### config.mk
export PLATFORM = sky130hd
export DESIGN_NAME = fifo_uart_tx
export DESIGN_NICKNAME = d
export VERILOG_FILES = /design/src/rtl/fifo_uart_pkg.sv /design/src/rtl/fifo_uart_tx_bit_timer.sv /design/src/rtl/fifo_uart_tx.sv
export SDC_FILE = /design/constraint.sdc
export NUM_CORES = 1
export LEC_CHECK = 0
export ABC_AREA = 1
export BUFFER_PORTS_ARGS = -buffer_cell sky130_fd_sc_hd__buf_2
export CAP_MARGIN = 15
export CORE_UTILIZATION = 59
export DETAILED_ROUTE_END_ITERATION = 10
export PLACE_DENSITY = 0.86
export SYNTH_ARGS = -nofsm -noshare
export SYNTH_HDL_FRONTEND = slang
export SYNTH_HIERARCHICAL = 1
export SYNTH_SLANG_ARGS = --single-unit
### constraint.sdc
create_clock -name clk -period 2.8 [get_ports clk]
set_input_delay 0.84 -clock clk [delete_from_list [all_inputs] [get_ports clk]]
set_output_delay 0.84 -clock clk [all_outputs]
set_load 0.01 [all_outputs]
### src/rtl/fifo_uart_pkg.sv
// Shared types and sizing helpers for the FIFO-draining UART transmitter.
package fifo_uart_pkg;

  typedef enum logic [1:0] {
    IDLE  = 2'd0,
    START = 2'd1,
    DATA  = 2'd2,
    STOP  = 2'd3
  } tx_state_e;

  localparam int DEF_DATA_WIDTH   = 8;
  localparam int DEF_CLKS_PER_BIT = 4;
  localparam int DEF_STOP_BITS    = 1;

  // Cycle counter must reach CLKS_PER_BIT*STOP_BITS-1 (longest timed span).
  function automatic int clk_cnt_w(input int cpb, input int sb);
    int w;
    w = $clog2(cpb * sb);
    return (w < 1) ? 1 : w;
  endfunction

  function automatic int bit_cnt_w(input int dw);
    return $clog2(dw + 1);
  endfunction

  // Line cycles from the falling start edge to the end of the last stop bit.
  function automatic int frame_len(input int dw, input int cpb, input int sb);
    return (1 + dw + sb) * cpb;
  endfunction

  localparam int FRAME_LEN = frame_len(DEF_DATA_WIDTH, DEF_CLKS_PER_BIT, DEF_STOP_BITS);

endpackage

### src/rtl/fifo_uart_tx_bit_timer.sv
// Per-bit cycle counter: counts 0..tc_i and flags the terminal cycle.
module uart_bit_timer #(
  parameter int CNT_W = 2
) (
  input  logic             clk,
  input  logic             reset,
  input  logic             load_i,
  input  logic [CNT_W-1:0] tc_i,
  output logic             bit_done_o
);

  logic [CNT_W-1:0] cnt_q, cnt_d;

  // Terminal compare only; the counter never wraps past tc_i.
  assign bit_done_o = (cnt_q == tc_i);

  // Restart at zero on load or at the terminal cycle, otherwise count up.
  always_comb begin
    cnt_d = cnt_q + 1'b1;
    if (load_i || bit_done_o) begin
      cnt_d = '0;
    end
  end

  // Counter register.
  always_ff @(posedge clk or negedge reset) begin
    if (!reset) begin
      cnt_q <= '0;
    end else begin
      cnt_q <= cnt_d;
    end
  end

endmodule

### src/rtl/fifo_uart_tx.sv
// Pops words from a show-ahead FIFO and serialises them as UART frames
// (start bit, LSB-first data, stop bits) with no gap between frames.
module fifo_uart_tx
  import fifo_uart_pkg::*;
#(
  parameter int DATA_WIDTH   = DEF_DATA_WIDTH,
  parameter int CLKS_PER_BIT = DEF_CLKS_PER_BIT,
  parameter int STOP_BITS    = DEF_STOP_BITS
) (
  input  logic                  clk,
  input  logic                  reset,
  input  logic                  rd_val,
  input  logic [DATA_WIDTH-1:0] rd_data,
  output logic                  rd_en,
  output logic                  tx,
  output logic                  busy,
  output logic [1:0]            dbg_state_o
);

  // Handshake: a word is consumed on a rising edge where rd_en && rd_val;
  // rd_en only rises when the FIFO already shows valid data, so a pop never
  // hits an empty FIFO and rd_en is forced low while reset is asserted.

  localparam int CNT_W = clk_cnt_w(CLKS_PER_BIT, STOP_BITS);
  localparam int BCW   = bit_cnt_w(DATA_WIDTH);

  localparam logic [CNT_W-1:0] TC_BIT   = CNT_W'(CLKS_PER_BIT - 1);
  localparam logic [CNT_W-1:0] TC_STOP  = CNT_W'(CLKS_PER_BIT * STOP_BITS - 1);
  localparam logic [BCW-1:0]   LAST_BIT = BCW'(DATA_WIDTH - 1);

  tx_state_e             state_q, state_d;
  logic [DATA_WIDTH-1:0] shift_q, shift_d;
  logic [BCW-1:0]        bit_cnt_q, bit_cnt_d;
  logic                  tx_q, tx_d;
  logic                  bit_done;
  logic                  pop;
  logic [CNT_W-1:0]      tc;

  // Stop phase is timed as one long span; all other phases per bit.
  assign tc = (state_q == STOP) ? TC_STOP : TC_BIT;

  uart_bit_timer #(
    .CNT_W (CNT_W)
  ) u_timer (
    .clk        (clk),
    .reset      (reset),
    .load_i     (state_q == IDLE),
    .tc_i       (tc),
    .bit_done_o (bit_done)
  );

  // Pop when idle or on the final stop cycle, so frames chain with no gap.
  assign pop = reset && rd_val &&
               ((state_q == IDLE) || ((state_q == STOP) && bit_done));

  assign rd_en       = pop;
  assign tx          = tx_q;
  assign busy        = (state_q != IDLE);
  assign dbg_state_o = state_q;

  // Next-state, shift register and registered line value.
  always_comb begin
    state_d   = state_q;
    shift_d   = shift_q;
    bit_cnt_d = bit_cnt_q;
    tx_d      = tx_q;
    case (state_q)
      IDLE: begin
        tx_d = 1'b1;
      end
      START: begin
        if (bit_done) begin
          state_d = DATA;
          tx_d    = shift_q[0];
        end
      end
      DATA: begin
        if (bit_done) begin
          shift_d = shift_q >> 1;
          if (bit_cnt_q == LAST_BIT) begin
            state_d = STOP;
            tx_d    = 1'b1;
          end else begin
            bit_cnt_d = bit_cnt_q + 1'b1;
            tx_d      = shift_d[0];
          end
        end
      end
      STOP: begin
        if (bit_done) begin
          state_d = IDLE;
          tx_d    = 1'b1;
        end
      end
      default: begin
        state_d = IDLE;
        tx_d    = 1'b1;
      end
    endcase
    // A pop overrides everything: latch the word and drop into the start bit.
    if (pop) begin
      state_d   = START;
      shift_d   = rd_data;
      bit_cnt_d = '0;
      tx_d      = 1'b0;
    end
  end

  // State registers; reset drives the line idle-high immediately.
  always_ff @(posedge clk or negedge reset) begin
    if (!reset) begin
      state_q   <= IDLE;
      shift_q   <= '0;
      bit_cnt_q <= '0;
      tx_q      <= 1'b1;
    end else begin
      state_q   <= state_d;
      shift_q   <= shift_d;
      bit_cnt_q <= bit_cnt_d;
      tx_q      <= tx_d;
    end
  end

endmodule

Word-level counts from Yosys, hierarchy flattened
Index checks and enable logic that the tools add are counted.
Storage, ports and cells
  memories: 0
  output and inout port bits: 5
  bits in writable memories: 0
  bits in registers: 17
  bits in latches: 0
  input bits: 11
  bits in read-only memories: 0
Cells by class
  multiply operators: 0
  reduce and logical (&&, ||, !) cells: 14
  magnitude comparators: 0
  shift-type cells: 0
  divide/modulo/power cells: 0
  muxes and demuxes: 20
  eq/ne operators: 10
  bitwise gates (word level): 0
  add/subtract/negate cells: 2
Operators by type and width (number)
  two-way mux 8 bit: 3
  two-way mux 4 bit: 4
  two-way mux 2 bit: 6
  inequality test 3 bit (second input constant): 4
  equality test 2 bit (second input constant): 3
  case mux 2 bit (3 select lines): 1
  AND reduction 3 bit: 2
  nonzero test 2 bit: 3
  two-way mux 1 bit: 5
  AND reduction 5 bit: 1
  adder 4 x 1 -> 4 bit (second input constant): 1
  equality test 4 x 3 -> 1 bit (second input constant): 1
  case mux 1 bit (4 select lines): 1
  nonzero test 4 bit: 1
  logical AND 1 bit: 3
  adder 2 x 1 -> 2 bit (second input constant): 1
  equality test 2 x 1 -> 1 bit (second input constant): 1
  logical NOT 2 bit: 1
  logical OR 1 bit: 2
  inequality test 2 bit (second input constant): 1
  AND reduction 2 bit: 1

Longest topological paths before layout
Gate-level depths: netlist of the first run.
  depth after elaboration: 6
  mapped depth: 14
  gate-level depth less buffers: 13

Cells and area by module
The synthesis of the first run kept the hierarchy.
By module, submodules not included
  fifo_uart_tx: cells each 128, area each 952.2 µm², seq. area each 376.6 µm², instances 1
  uart_bit_timer: cells each 19, area each 123.9 µm², seq. area each 50.0 µm², instances 1

Worst setup path after synthesis of the first run
No wires, ideal clock.
  path kind: input to output
  from: in reset
  to: out rd_en
  arrival: 1.239 ns
  cell stages on the path: 5
  path slack: 0.721 ns
  cells stage by stage: nand2_1 -> inv_1 -> nand2_4 -> inv_4 -> buf_12
Between the ends
  cells in the longest elaborated chain, start to end: 2
Ends and longest elaborated chain
  start, declared: RTL line fifo_uart_tx.sv:11  | input logic reset,
  logical AND 1 bit (2 in a row): RTL line fifo_uart_tx.sv:53  | assign pop = reset && rd_val &&
  end, declared: RTL line fifo_uart_tx.sv:14  | output logic rd_en,
Every way passes these cells.

Worst setup path in the final report of the first run
  from: reg state_q[0], in the netlist dbg_state_o[0]
  to: out rd_en
Between the ends
  cells in the longest elaborated chain, start to end: 4
  elaborated cells between the ends (all ways): 5
  those cells by class: eq/ne: 1; reduce/logical: 4
Ends and longest elaborated chain
  start, declared: RTL line fifo_uart_tx.sv:31  | tx_state_e state_q, state_d;
  start signal, assigned: RTL line fifo_uart_tx.sv:117  | state_q <= state_d;
  equality test 2 bit: RTL line fifo_uart_tx.sv:54  | ((state_q == IDLE) || ((state_q == STOP) && bit_done));
  logical AND 1 bit: RTL line fifo_uart_tx.sv:54
  logical OR 1 bit *: RTL line fifo_uart_tx.sv:54
  logical AND 1 bit *: RTL line fifo_uart_tx.sv:53
Mark *: on every way between the ends. The rest lies on a longest branch, timed or not.

==> flow_summary.toml, run 1 <==
[status]
status = "complete, no violations"

[placed_design]
port_buffers = 15
dp_hpwl_um = 1480
gp_congestion = 0.871

[setup_path]
worst-endpoint-required_ns = 1.96
critical_path_class = "register to output port"
reg2reg_to = "shift_q[5]"
crit_path_start_kind = "register"
r2r_start = "dbg_state_o[0]"
worstRegToRegCells = 9
crit_path_end_kind = "output port"
rrSetupSlack_ns = 1.18
worst_ep_arrival_time_ns = 1.66
crit_fanout = 17

[die]
num_io_pins = 16
die_w_um = 44.7
fp.dieH_um = 44.7
core_area_um2 = 1730
num_rows = 15
dieArea_um2 = 2000
initial_core_util_pct = 62.3

[yosys]
synth.cell_area_um2 = 1080
yosysWarningCount = 6
ys_ff_latch = 17
syn_avg_cell_area_um2 = 7.32
synthCells = 147
ys_types = 23
ys_seq_area_share_pct = 39.7

[detailed_routing]
first_pass_iters = 4
route.detailed.drc = 0
dr_total_vias = 909
drt_iter0_markers = 10
wl_per_cell_um = 9.79
viasPerCell = 4.71
drt_wl_total_um = 1890
ant_nets = 0

[grt]
grt_max_degree = 18
antenna_found_initial = 0
grt_pass1_wl_um = 3020
overflow = 0
grt.total_usage_pct = 21.4
grt_pass1_vias = 782

[layout]
nNetsFinal = 186
antenna_cells = 0
syn2layout_area_growth_pct = 11.6
drive_gt1_share_pct = 21.4

[clock_tree]
path_clk_slew_ns = 0.10
htreeDepth = 1
clk_path_buf_depth = 2
cts_made_buffers = 3
hold_buffers = 0
cts_tree = "done"
clock_sinks = 17
clock_latency_ns = 0.30
root_buffer = "clkbuf_4"
ctsResizeCount = 0
cts_setup_buffers = 0

[power_and_ir_drop]
power_uw = 1130
power.density_nw_per_um2 = 943
p_leak_uw = 0.000741
ir_worst_vdd_uv = 642

[timing]
setup_violations = 0
fin_crit_sh_pct = 89.3
hold_ws_ns = 0.481
min_period_ns = 2.50
setup_tns_ns = 0
rsz0062_at_grt = "no"
skew_ns = 0.00434
slew_viol_final = 0
max_freq_ghz = 0.400
hold_viol_final = 0

[min_path]
hp-class = "input pin to asynchronous set/reset pin"

[run]
drv_cap = 0
## state kept, by name, indices dropped and copies added (netlist names)
| register | flops |
|---|---|
| u_timer/cnt_q | 2 |
| dbg_state_o | 2 |
| bit_cnt_q | 4 |
| tx | 1 |
| shift_q | 8 |
## power breakdown
part           total [uW]  internal, uW  leakage, uW  switching, uW
Sequential            417           342     0.000220           74.5
Clock                 135          53.3    0.0000177           82.1
Combinational         581           228     0.000504            353
Total                1130           623     0.000741            510
## per-layer routing
metal,vias up,wire (um),GRT usage (%)
li1,485,-,-
met2,15,957,35.9
met5,-,0,0
met4,0,31,12.1
met1,404,842,24.6
met3,5,57,6.00
## cells by family after synthesis
logic type      after synthesis  share of synthesized area [%]
simple gates                 96                           38.3
flops                        17                           39.7
buf+inv                      19                           8.72
fa+ha+maj                     6                           6.98
compound gates                6                           4.42
xor+xnor                      2                           1.63
other cells                   1                          0.349
## critical path: stages (launching register included)
cell and delay, ns:
dfrtp_1 0.45, inv_1 0.09, ha_1 0.21, inv_1 0.08, nand2_2 0.07, nand2_4 0.18, inv_4 0.12, buf_2 0.16
## cell type report
| type | count | area (um2) |
|---|---|---|
| Clock buffer | 3 | 22.5 |
| Sequential cell | 17 | 427 |
| Timing Repair Buffer | 16 | 82.6 |
| Inverter | 17 | 66.3 |
| Clock inverter | 1 | 5.00 |
| Fill cell | 163 | 526 |
| Tap cell | 25 | 31.3 |
| Multi-Input combinational cell | 114 | 567 |
## metrics by stage
step	worst slack, ns	instances	instance area (um2)	util, %
2_1_floorplan	0.721	150	1090	-
3_3_place_gp	0.421	189	1170	68.0
3_5_place_dp	0.405	189	1170	68.0
4_1_cts	0.286	193	1200	69.6
5_1_grt	0.196	193	1200	69.6
6_report	0.300	193	1200	69.6
## Yosys cell counts
master / number / area, um2
nand2_1: 68 / 255
dfrtp_1: 16 / 400
inv_1: 16 / 60.1
nand3_1: 9 / 45.0
nand2_2: 8 / 50.1
ha_1: 6 / 75.1
nor2_1: 5 / 18.8
nand4_1: 2 / 12.5
o21ai_0: 2 / 10.0
or2_2: 2 / 12.5
a21boi_0: 1 / 7.51
a21oi_2: 1 / 8.76
buf_12: 1 / 20.0
buf_4: 1 / 7.51
conb_1: 1 / 3.75
dfstp_2: 1 / 26.3
inv_4: 1 / 6.26
nand2_4: 1 / 11.3
nor2_2: 1 / 6.26
o21ai_1: 1 / 5.00
o21ai_4: 1 / 16.3
xnor2_1: 1 / 8.76
xor2_1: 1 / 8.76
## worst max path at each step
| stage | from | endpoint | slack [ns] | cells after the start |
|---|---|---|---|---|
| after floorplan | reset | rd_en | 0.72 | 5 |
| after global placement | reset | rd_en | 0.42 | 6 |
| after detailed placement | reset | rd_en | 0.40 | 6 |
| after CTS | dbg_state_o[0] | rd_en | 0.29 | 7 |
| after global routing | dbg_state_o[0] | rd_en | 0.20 | 7 |
| final | dbg_state_o[0] | rd_en | 0.30 | 7 |
## placed cells by master (no fill, tap or decap), drive strengths merged
cell type   n
nor2        6
buf        16
dfstp       1
clkinv      1
nand4       2
nand3       9
a21oi       1
o21ai       4
conb        4
or2         2
nand2      77
clkbuf      3
xnor2       1
inv        17
xor2        1
dfrtp      16
a21boi      1
ha          6
Note: power is estimated with default switching activity, not from simulation.
==> run 2: changes to the inputs <==
Settings changed: CORE_UTILIZATION 59 to 60, CTS_BUF_LIST set to sky130_fd_sc_hd__clkbuf_4, PLACE_DENSITY 0.86 to 0.87.
==> flow_summary.toml, run 2 (same netlist as run 1, synthesis figures left out) <==
[die]
dieArea_um2 = 1970
die_w_um = 44.4
initial_core_util_pct = 67.5
core_area_um2 = 1590
num_rows = 14
num_io_pins = 16
fp.dieH_um = 44.4

[clock_tree]
htreeDepth = 1
path_clk_slew_ns = 0.09
clock_sinks = 17
cts_setup_buffers = 0
cts_made_buffers = 3
ctsResizeCount = 0
hold_buffers = 0
root_buffer = "clkbuf_4"
cts_tree = "done"
clk_path_buf_depth = 2
clock_latency_ns = 0.30

[layout]
syn2layout_area_growth_pct = 11.7
nNetsFinal = 186
drive_gt1_share_pct = 21.4
final_common_cell = "nand2_1"
antenna_cells = 0
top_regs = "shift_q: 8 flops, bit_cnt_q: 4 flops"
ff_latch_area_um2 = 427
fillers = 120
regMostFlops = "shift_q"
multi_input_area_um2 = 567
mostFrequentLayoutCells = "68 x nand2_1, 16 x inv_1, 16 x dfrtp_1"
largest_reg_flops = 8

[timing]
setup_tns_ns = 0
slew_viol_final = 0
hold_viol_final = 0
skew_ns = 0.00173
max_freq_ghz = 0.395
rsz0062_at_grt = "no"
min_period_ns = 2.53
setup_violations = 0
fin_crit_sh_pct = 90.4

[setup_path]
crit_path_end_kind = "output port"
rrSetupSlack_ns = 1.12
crit_path_start_kind = "register"
crit_fanout = 17
r2r_start = "dbg_state_o[0]"
reg2reg_to = "shift_q[7]"
worstRegToRegCells = 9
worst-endpoint-required_ns = 1.96
worst_ep_arrival_time_ns = 1.69
critical_path_class = "register to output port"

[detailed_routing]
ant_nets = 0
wl_per_cell_um = 10.9
first_pass_iters = 4
viasPerCell = 4.78
drt_iter0_markers = 22
drt_wl_total_um = 2090
dr_total_vias = 917
route.detailed.drc = 0

[run]
drv_cap = 0

[power_and_ir_drop]
power_uw = 1160
p_leak_uw = 0.000742
ir_worst_vdd_uv = 648
power.density_nw_per_um2 = 966

[grt]
grt.total_usage_pct = 24.6
antenna_found_initial = 0
grt_pass1_vias = 813
grt_pass1_wl_um = 3420
grt_max_degree = 18
overflow = 0

[placed_design]
port_buffers = 15
dp_hpwl_um = 1560
gp_congestion = 0.837

[min_path]
hp-class = "input pin to asynchronous set/reset pin"

[status]
status = "complete, no violations"
## run 2: changes by cell type in the layout (fill, tap and decap cells not counted)
cell	delta
clkbuf_4	+1
clkinv_2	-1
## run 2: metal layers
layer | vias to the layer above | GRT usage, % | wire, um
li1 | 486 | - | -
met1 | 399 | 29.0 | 956
met2 | 26 | 40.6 | 987
met3 | 6 | 7.76 | 99
met4 | 0 | 11.5 | 46
met5 | - | 0 | 0
## run 2: layout make-up
| class | instances | area share (%) |
|---|---|---|
| Tap cell | 24 | 2.50 |
| Inverter | 17 | 5.52 |
| Timing Repair Buffer | 16 | 6.87 |
| Sequential cell | 17 | 35.5 |
| Multi-Input combinational cell | 114 | 47.1 |
| Clock buffer | 4 | 2.50 |
## run 2: power by group
group / total, uW / leakage (uW) / switching, uW / internal (uW)
clock network: 143 / 0.0000184 / 77.9 / 65.4
logic: 595 / 0.000504 / 366 / 229
registers: 423 / 0.000220 / 80.8 / 342
total: 1160 / 0.000742 / 525 / 637
## run 2: metrics by stage
| step | cell area (um2) | setup slack, ns | hold slack [ns] | utilization [%] | instances |
|---|---|---|---|---|---|
| finish | 1200 | 0.269 | 0.491 | 75.4 | 192 |
| floorplan | 1090 | 0.721 | 0.442 | - | 150 |
| global route | 1200 | 0.181 | 0.512 | 75.4 | 192 |
| detailed placement | 1170 | 0.403 | 0.474 | 73.5 | 188 |
| CTS | 1200 | 0.271 | 0.497 | 75.4 | 192 |
| global placement | 1170 | 0.414 | 0.464 | 73.5 | 188 |
## run 2: critical path, cell delays in order (launching register included)
cell and delay (ns):
dfrtp_1 0.45, inv_1 0.11, ha_1 0.22, inv_1 0.08
nand2_2 0.07, nand2_4 0.18, inv_4 0.12, buf_2 0.16
## run 2: how the worst max path moves through the flow
stage | start | slack, ns | endpoint
after global routing | u_timer/cnt_q[0] | 0.18 | rd_en
after detailed placement | reset | 0.40 | rd_en
after floorplan | reset | 0.72 | rd_en
final | dbg_state_o[0] | 0.27 | rd_en
after CTS | dbg_state_o[0] | 0.27 | rd_en
after global placement | reset | 0.41 | rd_en
